**src/rtl/slice_cfg_loader.sv**
```systemverilog
// -----------------------------------------------------------------------------
// slice_cfg_loader
//
// Writer side of the logic-slice LUT configuration interface. Collects
// byte-wide configuration frames from a host over a valid/ready stream and
// serially shifts the two LUT INIT values of each frame, MSB first, into the
// configuration chain of the addressed slice.
//
// Frame: byte0 = slice address, byte1 = LUT1 INIT, byte2 = LUT2 INIT,
//        byte3 = parity (byte0 ^ byte1 ^ byte2) when SLICE_CFG_PARITY_EN is
//        defined. Without the macro frames are three bytes and only an
//        out-of-range address rejects a frame.
//
// Parameters:
//   NUM_SLICES  number of addressable slices (legal addresses 0..NUM_SLICES-1)
//   LUT_BITS    INIT width per LUT (<= 8, taken from the low bits of a byte)
//
// Ports:
//   CLK       rising-edge clock
//   RST       asynchronous, active-high reset
//   in_data   frame byte from the host
//   in_valid  in_data is valid
//   in_ready  a byte is accepted this cycle (decoded from state, 0 in reset)
//   cfg_sdo   serial configuration bit to the slice chains
//   cfg_en    shift enable for the selected chain
//   cfg_sel   one-hot slice select, valid while cfg_en=1
//   busy      frame in progress (any state other than WAIT_ADDR)
//   done      one-cycle pulse after the last bit has been shifted
//   err       one-cycle pulse on a rejected frame
// -----------------------------------------------------------------------------
module slice_cfg_loader #(
   parameter int NUM_SLICES = 4,
   parameter int LUT_BITS   = 8
) (
   input  logic                  CLK,
   input  logic                  RST,
   input  logic [7:0]            in_data,
   input  logic                  in_valid,
   output logic                  in_ready,
   output logic                  cfg_sdo,
   output logic                  cfg_en,
   output logic [NUM_SLICES-1:0] cfg_sel,
   output logic                  busy,
   output logic                  done,
   output logic                  err
);

   localparam int                WORD_BITS = 2 * LUT_BITS;
   localparam int                CNT_W     = $clog2(WORD_BITS);
   localparam logic [CNT_W-1:0]  LAST_BIT  = CNT_W'(WORD_BITS - 1);

   typedef enum logic [2:0] {
      WAIT_ADDR,
      GET_L1,
      GET_L2,
`ifdef SLICE_CFG_PARITY_EN
      GET_PAR,
`endif
      SHIFT,
      FINISH
   } state_t;

   state_t                  state_q, state_d;
   logic [7:0]              addr_q, addr_d;
   logic                    bad_q, bad_d;
   logic [7:0]              lut1_q, lut1_d;
`ifdef SLICE_CFG_PARITY_EN
   logic [7:0]              lut2_q, lut2_d;
`endif
   logic [WORD_BITS-1:0]    sr_q, sr_d;
   logic [CNT_W-1:0]        cnt_q, cnt_d;
   logic                    cfg_en_q, cfg_en_d;
   logic [NUM_SLICES-1:0]   cfg_sel_q, cfg_sel_d;
   logic                    busy_q, busy_d;
   logic                    done_q, done_d;
   logic                    err_q, err_d;

   logic                    accept_state;
   logic                    xfer;
   logic                    frame_end;
   logic                    frame_ok;
   logic [WORD_BITS-1:0]    load_word;
   logic [NUM_SLICES-1:0]   sel_dec;

   // in_ready is the only unregistered output; gating with RST keeps it low
   // while the state register is held in WAIT_ADDR by reset.
   always_comb begin
      accept_state = (state_q == WAIT_ADDR) || (state_q == GET_L1) || (state_q == GET_L2);
`ifdef SLICE_CFG_PARITY_EN
      accept_state = accept_state || (state_q == GET_PAR);
`endif
   end

   assign in_ready = accept_state && !RST;
   assign xfer     = in_valid && in_ready;

   always_comb begin
      sel_dec = '0;
      for (int i = 0; i < NUM_SLICES; i++) begin
         sel_dec[i] = (int'(addr_q) == i);
      end
   end

   always_comb begin
      // NOTE: every signal driven here gets a default first, so no path
      // through the case statement can leave one unassigned and infer a latch.
      state_d   = state_q;
      addr_d    = addr_q;
      bad_d     = bad_q;
      lut1_d    = lut1_q;
`ifdef SLICE_CFG_PARITY_EN
      lut2_d    = lut2_q;
`endif
      sr_d      = sr_q;
      cnt_d     = cnt_q;
      cfg_en_d  = cfg_en_q;
      cfg_sel_d = cfg_sel_q;
      done_d    = 1'b0;
      err_d     = 1'b0;
      frame_end = 1'b0;
      frame_ok  = 1'b0;
      load_word = '0;

      case (state_q)
         WAIT_ADDR: begin
            if (xfer) begin
               // A bad address is only flagged here; the rest of the frame is
               // still consumed so the host's byte stream stays aligned.
               addr_d  = in_data;
               bad_d   = (int'(in_data) >= NUM_SLICES);
               state_d = GET_L1;
            end
         end
         GET_L1: begin
            if (xfer) begin
               lut1_d  = in_data;
               state_d = GET_L2;
            end
         end
         GET_L2: begin
            if (xfer) begin
`ifdef SLICE_CFG_PARITY_EN
               lut2_d  = in_data;
               state_d = GET_PAR;
`else
               frame_end = 1'b1;
               frame_ok  = !bad_q;
               load_word = {lut1_q[LUT_BITS-1:0], in_data[LUT_BITS-1:0]};
`endif
            end
         end
`ifdef SLICE_CFG_PARITY_EN
         GET_PAR: begin
            if (xfer) begin
               frame_end = 1'b1;
               frame_ok  = !bad_q && (in_data == (addr_q ^ lut1_q ^ lut2_q));
               load_word = {lut1_q[LUT_BITS-1:0], lut2_q[LUT_BITS-1:0]};
            end
         end
`endif
         SHIFT: begin
            // Zero fill leaves the register cleared once all bits are out, so
            // cfg_sdo idles low between frames.
            sr_d = sr_q << 1;
            if (cnt_q == LAST_BIT) begin
               state_d   = FINISH;
               cfg_en_d  = 1'b0;
               cfg_sel_d = '0;
               done_d    = 1'b1;
            end else begin
               cnt_d = cnt_q + CNT_W'(1);
            end
         end
         FINISH: begin
            state_d = WAIT_ADDR;
         end
         default: begin
            state_d = WAIT_ADDR;
         end
      endcase

      // Check step, taken on the edge that accepts the last frame byte: a
      // good frame presents its first bit in the very next cycle.
      if (frame_end) begin
         if (frame_ok) begin
            state_d   = SHIFT;
            sr_d      = load_word;
            cnt_d     = '0;
            cfg_en_d  = 1'b1;
            cfg_sel_d = sel_dec;
         end else begin
            state_d = FINISH;
            err_d   = 1'b1;
         end
      end

      busy_d = (state_d != WAIT_ADDR);
   end

   // NOTE: state is updated with non-blocking assignments so every register
   // samples the values from before the edge, independent of statement order.
   always_ff @(posedge CLK or posedge RST) begin
      if (RST) begin
         state_q   <= WAIT_ADDR;
         addr_q    <= '0;
         bad_q     <= 1'b0;
         lut1_q    <= '0;
`ifdef SLICE_CFG_PARITY_EN
         lut2_q    <= '0;
`endif
         sr_q      <= '0;
         cnt_q     <= '0;
         cfg_en_q  <= 1'b0;
         cfg_sel_q <= '0;
         busy_q    <= 1'b0;
         done_q    <= 1'b0;
         err_q     <= 1'b0;
      end else begin
         state_q   <= state_d;
         addr_q    <= addr_d;
         bad_q     <= bad_d;
         lut1_q    <= lut1_d;
`ifdef SLICE_CFG_PARITY_EN
         lut2_q    <= lut2_d;
`endif
         sr_q      <= sr_d;
         cnt_q     <= cnt_d;
         cfg_en_q  <= cfg_en_d;
         cfg_sel_q <= cfg_sel_d;
         busy_q    <= busy_d;
         done_q    <= done_d;
         err_q     <= err_d;
      end
   end

   assign cfg_sdo = sr_q[WORD_BITS-1];
   assign cfg_en  = cfg_en_q;
   assign cfg_sel = cfg_sel_q;
   assign busy    = busy_q;
   assign done    = done_q;
   assign err     = err_q;

endmodule

```
**config.mk**
```make
export PLATFORM = sky130hd
export DESIGN_NAME = slice_cfg_loader
export DESIGN_NICKNAME = d
export VERILOG_FILES = /design/src/rtl/slice_cfg_loader.sv
export SDC_FILE = /design/constraint.sdc
export NUM_CORES = 1
export LEC_CHECK = 0
export ABC_AREA = 1
export BUFFER_PORTS_ARGS = -buffer_cell sky130_fd_sc_hd__buf_4
export CELL_PAD_IN_SITES_DETAIL_PLACEMENT = 0
export CELL_PAD_IN_SITES_GLOBAL_PLACEMENT = 1
export CORE_MARGIN = 2
export CORE_UTILIZATION = 44
export CTS_CLUSTER_SIZE = 10
export DETAILED_ROUTE_END_ITERATION = 16
export PLACE_DENSITY_LB_ADDON = 0.1
export RECOVER_POWER = 100
export SLEW_MARGIN = 40
export SYNTH_ARGS = -nofsm -noshare
export SYNTH_HDL_FRONTEND = slang
export SYNTH_SLANG_ARGS = --single-unit
```
**constraint.sdc**
```tcl
create_clock -name CLK -period 2.23 [get_ports CLK]
set_input_delay 0.223 -clock CLK [delete_from_list [all_inputs] [get_ports CLK]]
set_output_delay 0.223 -clock CLK [all_outputs]
set_load 0.02 [all_outputs]
```
==> results of run 1 <==
[repair_timing]
| item | CTS | global route |
|---|---|---|
| buffers inserted | 0 | 0 |
| endpoints found under the hold margin | 10 | 0 |
| setup endpoints to repair | 0 | 0 |
| hold buffers | 1 | 0 |
[through the flow]
| stage | area, sq um | hold WS, ns |
|---|---|---|
| 2_1_floorplan | 2150 | 0.333 |
| 3_3_place_gp | 2370 | 0.200 |
| 3_5_place_dp | 2370 | 0.204 |
| 4_1_cts | 2450 | 0.135 |
| 5_1_grt | 2390 | 0.162 |
| 6_report | 2390 | 0.145 |
[power by group]
part           total (mW)  internal [mW]  switching, mW
Combinational       0.800          0.305          0.495
Clock               0.458          0.203          0.256
Sequential           1.39           1.20          0.190
Total                2.65           1.70          0.941
[flip-flops by register name (all words and copies together), names as in the netlist]
name	count
addr_q	8
sr_q	16
err	1
lut1_q	8
state_q	3
busy	1
bad_q	1
done	1
cfg_en	1
cnt_q	4
cfg_sel	4
[logic make-up (layout without fill, tap and decap cells)]
group | count (synthesis) | after routing | synth area share [%]
AO/OA/AOI/OAI | 51 | 51 | 12.5
AND/OR/NAND/NOR | 115 | 115 | 22.7
buffers and inverters | 37 | 60 | 7.46
XOR/XNOR | 2 | 2 | 0.816
flip-flops | 48 | 48 | 56.0
adder cells (fa/ha/maj) | 1 | 1 | 0.583
[cell type report]
class                      instances  area share [%]
clock buffer                       5            2.87
multi-input combinational        169            32.5
sequential                        48            50.2
timing repair buffer              27            6.58
inverter                          28            4.39
tap                               67            3.50
[cell usage after synthesis (2+ instances only)]
master	number	area, sq um
nor2_1	17	63.8
nor4_1	2	12.5
inv_1	27	101
clkbuf_1	4	15.0
a21oi_1	2	10.0
nand3_1	13	65.1
o21ai_0	44	220
dfrtp_1	48	1200
buf_6	2	22.5
nand2_1	73	274
nor3_1	2	10.0
nand4_1	4	25.0
buf_2	2	10.0
[per-layer routing]
| layer | global-route usage [%] | routed length (um) | up-vias |
|---|---|---|---|
| met4 | 5.45 | 27 | 0 |
| li1 | - | - | 861 |
| met3 | 3.70 | 139 | 2 |
| met1 | 27.8 | 2260 | 778 |
| met2 | 28.6 | 2080 | 29 |
| met5 | 0 | 0 | - |
[worst paths after layout]
path | from | cells after the start | end | slack (ns)
min in group asynchronous | RST | 3 | busy | 0.43
hold / removal | in_data[2] | 3 | sr_q[2] | 0.15
setup reg to reg | state_q[1] | 4 | bad_q | 0.60
max in group asynchronous | RST | 4 | sr_q[1] | 0.88
setup / recovery | RST | 9 | cfg_sel[3] | 0.34
hold reg to reg | lut1_q[5] | 2 | lut1_q[5] | 0.48
[worst max-delay path, cell delays in order]
cell and delay (ns):
dlygate4sd3_1 0.53, buf_1 0.12, inv_2 0.24, buf_4 0.28
nand3_1 0.10, nor2_1 0.21, nand2_2 0.20, nand3_1 0.11
nand2_1 0.06
==> metrics.csv, run 1 <==
metric,value,unit
FF+latch area,1200,sq um
Setup Skew,0.00195,ns
DR iter-0 viols,98,
endpoints failing hold,0,
FP Rows,25,
fin crit share,84.9,%
Layout fillers,492,
Port Buffer Count,20,
Top-Level Pins,21,
multi-input logic area,778,sq um
largest net degree at the start of global routing,39,
post-layout min period,1.89,ns
Area growth syn-to-layout,11.6,%
GPL Wtd Cong,0.807,
Static Leak,1.16,nW
number of max-cap violations,0,
TNS Setup,0,ns
kind of critical path,primary input to flop,
Power Density,1100,nW/um^2
initial antenna violation count,0,
syn nets,266,
FMAX,0.528,GHz
Synth Warn #,0,
Worst EP arrival,2.07,ns
most common flop cell mapped by yosys,dfrtp_1,
Synth Cell Area,2150,sq um
number of H-tree levels,2,
nets@finish,291,
synthesis-stage register bit count,48,
Worst-Skew Late Latency,0.29,ns
CTS tree,done,
"most common cell after layout, fill and taps aside",nand2_1,
total power,2.65,mW
layout cells sized above 1,9.03,%
final worst slack,0.337,ns
class of the worst hold path,primary input to flop,
Slew @ Worst Pin,0.654,ns
gr usage total,19.0,%
vias in the first global route,1582,
syn avg cell area,8.45,sq um
Final ANT Viol Nets,0,
post-layout util,50.7,%
DRC Markers,0,
"non-filler cells, final",344,
Vias/cell,4.85,
Yosys cell types,27,
Post-Route WL,4510,um
sequential area share after synthesis,56.0,%
startpoint type of the worst setup path,primary input,
clk slew on worst S/H paths,0.08,ns
first-pass GRT wire length,7720,um
Post-DP HPWL,3270,um
CTS Sinks,48,
Crit. End Element,flop,
CTS resizes,0,
Cells after Synth,254,
CTS Buf Count,5,
crit-path max FO,17,
Initial Util,45.4,%
buffer levels on the longest clock path,2,
"Remaining Overflow, GRT",0,
Slew HR,56.4,%
n_diodes,0,
"EDFF count, synth",0,
outcome,finished clean,
die height,73.8,um
Root Buffer,clkbuf_8,
TritonRoute pass-1 iters,4,
DR WL/cell,13.1,um
Core Region,4720,sq um
Via Count,1670,
width of the chip,73.8,um
Die ar.,5450,sq um
max-slew violations,0,
"commonest non-fill, non-tap cells in the layout","73 x nand2_1, 48 x dfrtp_1, 44 x o21ai_0",
Crit path required time,2.41,ns
unrepaired setup endpoints after global routing,no,
Finish-stage setup viols,0,
Post-Place Cells,338,
ys async rst share,100,%
Setup WS pre-CTS,0.552,ns
worst-case vdd ir drop,0.000554,V
Power figures use the tool's default switching activity.
==> run 2, diff against run 1 <==
- clock period: 2.23 -> 1.97 ns (I/O delays scaled with it)
==> run 2 against run 1 <==
Compared with the run above:
- design area rose by 2.6%
- highest routed layer unchanged
- cell count rose by 1.7%
- core utilization rose by 1.3 points
- clock skew rose by 0.0052 ns
- worst hold slack got worse by 0.038 ns
- sequential share of layout area fell by 1.3 points
- first-iteration DRC count rose by 5.1%
- non-clock buffer count rose by 3
- via count fell by 1.6%
- routed wire length rose by 1.7%
- sequential power rose by 13%
==> metrics.csv, run 2 (synthesis gave the netlist of run 1 again) <==
metric,value,unit,change
fin crit share,86.2,%,
width of the chip,73.8,um,unchanged
nets@finish,294,,+1.0%
first-pass GRT wire length,7850,um,+1.7%
Finish-stage setup viols,0,,unchanged
post-layout min period,1.70,ns,
Worst EP arrival,1.50,ns,-0.57 ns
worst min-delay path startpoint,in_data[3],,
n_diodes,0,,unchanged
FMAX,0.589,GHz,
Slew @ Worst Pin,0.539,ns,-0.115 ns
Static Leak,1.18,nW,+1.8%
Crit. End Element,output port,,
outcome,finished clean,,
CP peak stage delay,0.53,ns,about the same
class of the worst hold path,primary input to flop,,
post-layout util,52.0,%,+1.3 points
DR WL/cell,13.1,um,about the same
power share of the clock group,19.9,%,+2.6 points
clk slew on worst S/H paths,0.09,ns,about the same
Slew HR,64.0,%,+7.6 points
Worst-Skew Late Latency,0.30,ns,about the same
Crit path required time,1.77,ns,-0.64 ns
Power Density,1260,nW/um^2,+14%
FP Rows,25,,unchanged
layout cells sized above 1,10.6,%,+1.6 points
crit path from,RST,,
internal power,2.00,mW,+17%
DRC Markers,0,,unchanged
endpoints failing hold,0,,unchanged
CP max stage cell,dlygate4sd3_1,,
Core Region,4720,sq um,unchanged
Final ANT Viol Nets,0,,unchanged
Post-Route WL,4590,um,+1.7%
gr usage total,19.6,%,+0.65 points
Top Family by Delay on Critical Path,buffers and inverters,,
Via Count,1644,,-1.6%
"Remaining Overflow, GRT",0,,unchanged
TritonRoute pass-1 iters,4,,unchanged
Top-Level Pins,21,,unchanged
Setup Skew,0.00717,ns,+0.00523 ns
CTS Sinks,48,,unchanged
number of max-cap violations,0,,unchanged
Post-DP HPWL,3260,um,-0.21%
Largest Register,sr_q,,
Switching Power,1.10,mW,+17%
CTS tree,done,,
vias in the first global route,1585,,+0.19%
initial antenna violation count,0,,unchanged
Area growth syn-to-layout,14.5,%,
largest net degree at the start of global routing,40,,+2.6%
kind of critical path,primary input to output port,,
Critical R2R Launch,state_q[2],,
crit-path max FO,14,,-3
Die ar.,5450,sq um,unchanged
Root Buffer,clkbuf_8,,
die height,73.8,um,unchanged
CTS Buf Count,5,,unchanged
Worst R2R Setup Slack,0.44,ns,-0.16 ns
Largest register FFs,16,,unchanged
GPL Wtd Cong,0.844,,+4.6%
startpoint type of the worst setup path,primary input,,
max-slew violations,0,,unchanged
DR iter-0 viols,103,,+5.1%
biggest regs,"sr_q: 16 flops, addr_q: 8 flops, lut1_q: 8 flops",,
Vias/cell,4.70,,-3.2%
WP buf/inv,5,,+1
cells along the critical path,dlygate4sd3_1 > clkbuf_1 > clkinvlp_4 > nand2_1 > inv_1 > clkbuf_1,,
Crit path top cell by count,clkbuf_1,,
Port Buffer Count,20,,unchanged
number of H-tree levels,2,,unchanged
TNS Setup,0,ns,unchanged
buffer levels on the longest clock path,2,,unchanged
worst-case vdd ir drop,0.000486,V,-12%
combinational share of power,29.4,%,-0.8 points
sw frac,35.5,%,about the same
unrepaired setup endpoints after global routing,no,,
"most common cell after layout, fill and taps aside",nand2_1,,
Initial Util,45.4,%,unchanged
Reg power frac,50.7,%,-1.7 points
"commonest non-fill, non-tap cells in the layout","74 x nand2_1, 48 x dfrtp_1, 44 x o21ai_0",,
-- run 2: cell count changes in the layout (fill, tap and decap cells not counted), sizes merged --
cell      before  now
buf           14   15
clkbuf        17   21
clkinvlp       0    2
inv           28   27
-- run 2: area by class of cell --
type,count,area [sq um]
Inverter,28,109
Timing Repair Buffer,30,194
Multi-Input combinational cell,169,776
Fill cell,470,2270
Clock inverter,1,7.51
Tap cell,67,83.8
Sequential cell,48,1200
Clock buffer,7,86.3
-- run 2: per-layer routing --
metal  vias up  GRT usage [%]  routed length [um]
met5         -              0                   0
met1       745           28.3                2350
met4         0           6.06                  55
met3         5           4.53                 112
met2        22           29.4                2070
li1        872              -                   -
-- run 2: metrics by stage --
step	power, mW	hold slack (ns)	instances	area (sq um)	worst slack (ns)
floorplan	2.24	0.256	254	2150	0.124
global placement	2.51	0.160	339	2390	0.474
detailed placement	2.53	0.162	339	2390	0.463
CTS	3.15	0.0996	348	2500	0.235
global route	3.37	0.103	350	2460	0.150
finish	3.10	0.107	350	2460	0.271
-- run 2: worst paths after layout --
check,endpoint,cells past startpoint
min in group asynchronous,state_q[0],3
max in group asynchronous,addr_q[3],4
setup reg to reg,sr_q[12],7
hold reg to reg,cfg_en,2
hold / removal,sr_q[3],3
setup / recovery,in_ready,6
-- run 2: what timing repair did --
action                     CTS  global route
resized for setup            0             0
hold endpoints to repair     6             0
hold buffers                 1             0
setup endpoints to repair    0             3
setup buffers                0             2
-- run 2: worst min-delay path: stages --
cell and delay [ns]:
buf_4 0.08, nand2_1 0.04, o21ai_0 0.06
-- run 2: power groups by stage --
stage,clock [mW],combinational [mW],sequential [mW]
finish,0.616,0.912,1.57
global route,0.679,1.07,1.62
CTS,0.632,0.943,1.57
detailed placement,0,0.935,1.59
global placement,0,0.922,1.58
floorplan,0,0.676,1.57
==> run 3, diff against run 2 <==
- CORE_ASPECT_RATIO: not set -> 1.4
- CORE_UTILIZATION: 44 -> 35
- SETUP_SLACK_MARGIN: not set -> 0.1
==> run 3 against run 2 <==
Compared with the run above:
- design area is 0.51% lower
- clock skew hardly changed
- power hardly changed
- first-iteration DRC count is 4.9% higher
- flip-flop and latch count stayed put
- register-to-register slack hardly changed
- setup slack better by 0.031 ns
- clock power is 0.8% lower
- routed wire length is 5.7% higher
- core utilization is 11 points lower
- worst hold slack better by 0.0072 ns
- critical endpoint unchanged
- largest cell class unchanged
==> metrics.csv, run 3 (synthesis gave the netlist of run 1 again) <==
metric,value,unit,change
nets@finish,293,,-0.34%
layout cells sized above 1,10.3,%,-0.32 points
TNS Setup,0,ns,unchanged
initial antenna violation count,0,,unchanged
FF+latch area,1200,sq um,unchanged
dpl cell area,2400,sq um,+0.47%
post-layout min period,1.67,ns,-0.0308 ns
Finish-stage setup viols,0,,unchanged
CTS Sinks,48,,unchanged
TritonRoute pass-1 iters,4,,unchanged
Core Region,5900,sq um,+25%
Slew @ Worst Pin,0.570,ns,+0.0310 ns
Crit. End Element,output port,,
Vias/cell,4.87,,+3.7%
total power,3.10,mW,about the same
clk slew on worst S/H paths,0.09,ns,about the same
vias in the first global route,1669,,+5.3%
DR WL/cell,13.8,um,+5.1%
width of the chip,70.2,um,-5.0%
Largest register FFs,16,,unchanged
outcome,finished clean,,
unrepaired setup endpoints after global routing,no,,
DRC Markers,0,,unchanged
Area growth syn-to-layout,13.9,%,
class of the worst hold path,primary input to flop,,
DR iter-0 viols,108,,+4.9%
Setup Skew,0.00751,ns,+0.000334 ns
final worst slack,0.302,ns,+0.0308 ns
Static Leak,1.19,nW,+0.17%
Die ar.,6780,sq um,+24%
Port Buffer Count,20,,unchanged
Final ANT Viol Nets,0,,unchanged
Slew HR,62.0,%,-2.1 points
Power Density,1270,nW/um^2,+0.45%
biggest regs,"sr_q: 16 flops, addr_q: 8 flops, lut1_q: 8 flops",,
first-pass GRT wire length,8370,um,+6.6%
Setup WS pre-CTS,0.459,ns,-0.00428 ns
Crit path required time,1.77,ns,about the same
CTS tree,done,,
"most common cell after layout, fill and taps aside",nand2_1,,
die height,96.6,um,+31%
worst-case vdd ir drop,0.000495,V,+1.9%
buffer levels on the longest clock path,2,,unchanged
CTS Buf Count,5,,unchanged
crit-path max FO,14,,unchanged
Via Count,1714,,+4.3%
post-layout util,41.4,%,-11 points
"commonest non-fill, non-tap cells in the layout","74 x nand2_1, 48 x dfrtp_1, 44 x o21ai_0",,
Root Buffer,clkbuf_8,,
max-slew violations,0,,unchanged
number of max-cap violations,0,,unchanged
Final Cell Area,2440,sq um,-0.51%
n_diodes,0,,unchanged
FMAX,0.599,GHz,+1.8%
Worst-Skew Late Latency,0.30,ns,about the same
FP Rows,33,,+32%
Post-DP HPWL,3450,um,+5.9%
gr usage total,15.8,%,-3.8 points
endpoints failing hold,0,,unchanged
Post-Route WL,4850,um,+5.7%
fin crit share,84.7,%,-1.6 points
Initial Util,36.3,%,-9.1 points
Layout fillers,642,,+37%
number of H-tree levels,2,,unchanged
Largest Register,sr_q,,
Worst EP arrival,1.47,ns,-0.03 ns
largest net degree at the start of global routing,40,,unchanged
"Remaining Overflow, GRT",0,,unchanged
Top-Level Pins,21,,unchanged
startpoint type of the worst setup path,primary input,,
kind of critical path,primary input to output port,,
GPL Wtd Cong,0.797,,-5.5%
multi-input logic area,768,sq um,-0.97%
-- run 3: worst paths after layout --
kind,depth (start not counted),endpoint,startpoint,slack (ns)
max,6,in_ready,RST,0.30
min,3,sr_q[2],in_data[2],0.11
max reg2reg,6,cfg_sel[3],cnt_q[0],0.44
min reg2reg,2,sr_q[10],lut1_q[2],0.49
max in group asynchronous,4,sr_q[15],RST,0.78
min in group asynchronous,3,state_q[1],RST,0.38
-- run 3: final cells by class --
type                    instances  area share [%]
inverters                      28            4.45
clock inverters                 2           0.409
repair buffers                 29            7.63
clock buffers                   6            3.38
multi-input cells             169            31.4
well taps                      70            3.58
flip-flops and latches         48            49.1
-- run 3: metrics by stage --
| step | hold WS (ns) | instances |
|---|---|---|
| after floorplan | 0.256 | 254 |
| after global placement | 0.168 | 343 |
| after detailed placement | 0.165 | 343 |
| after CTS | 0.0987 | 352 |
| after global routing | 0.106 | 352 |
| final | 0.114 | 352 |
-- run 3: where the power goes --
| part | leakage (nW) | switching, mW | internal [mW] |
|---|---|---|---|
| clock network | 0.0510 | 0.331 | 0.281 |
| registers | 0.566 | 0.215 | 1.35 |
| logic | 0.569 | 0.565 | 0.356 |
-- run 3: metal layers --
metal	vias to the layer above	wire (um)	GRT usage, %
met5	-	0	0
met4	0	115	5.92
met3	10	151	3.54
met2	37	2310	24.3
met1	799	2270	21.7
li1	868	-	-
-- run 3: critical path: stages --
cell           delay (ns)
dlygate4sd3_1        0.52
clkbuf_1             0.16
clkinvlp_4           0.26
nand2_1              0.13
inv_1                0.04
clkbuf_1             0.16
-- run 3: timing repair --
item                                   CTS  global route
buffers inserted                         0             0
hold buffers                             1             0
endpoints found under the hold margin    6             0
gates resized for setup                  0             0
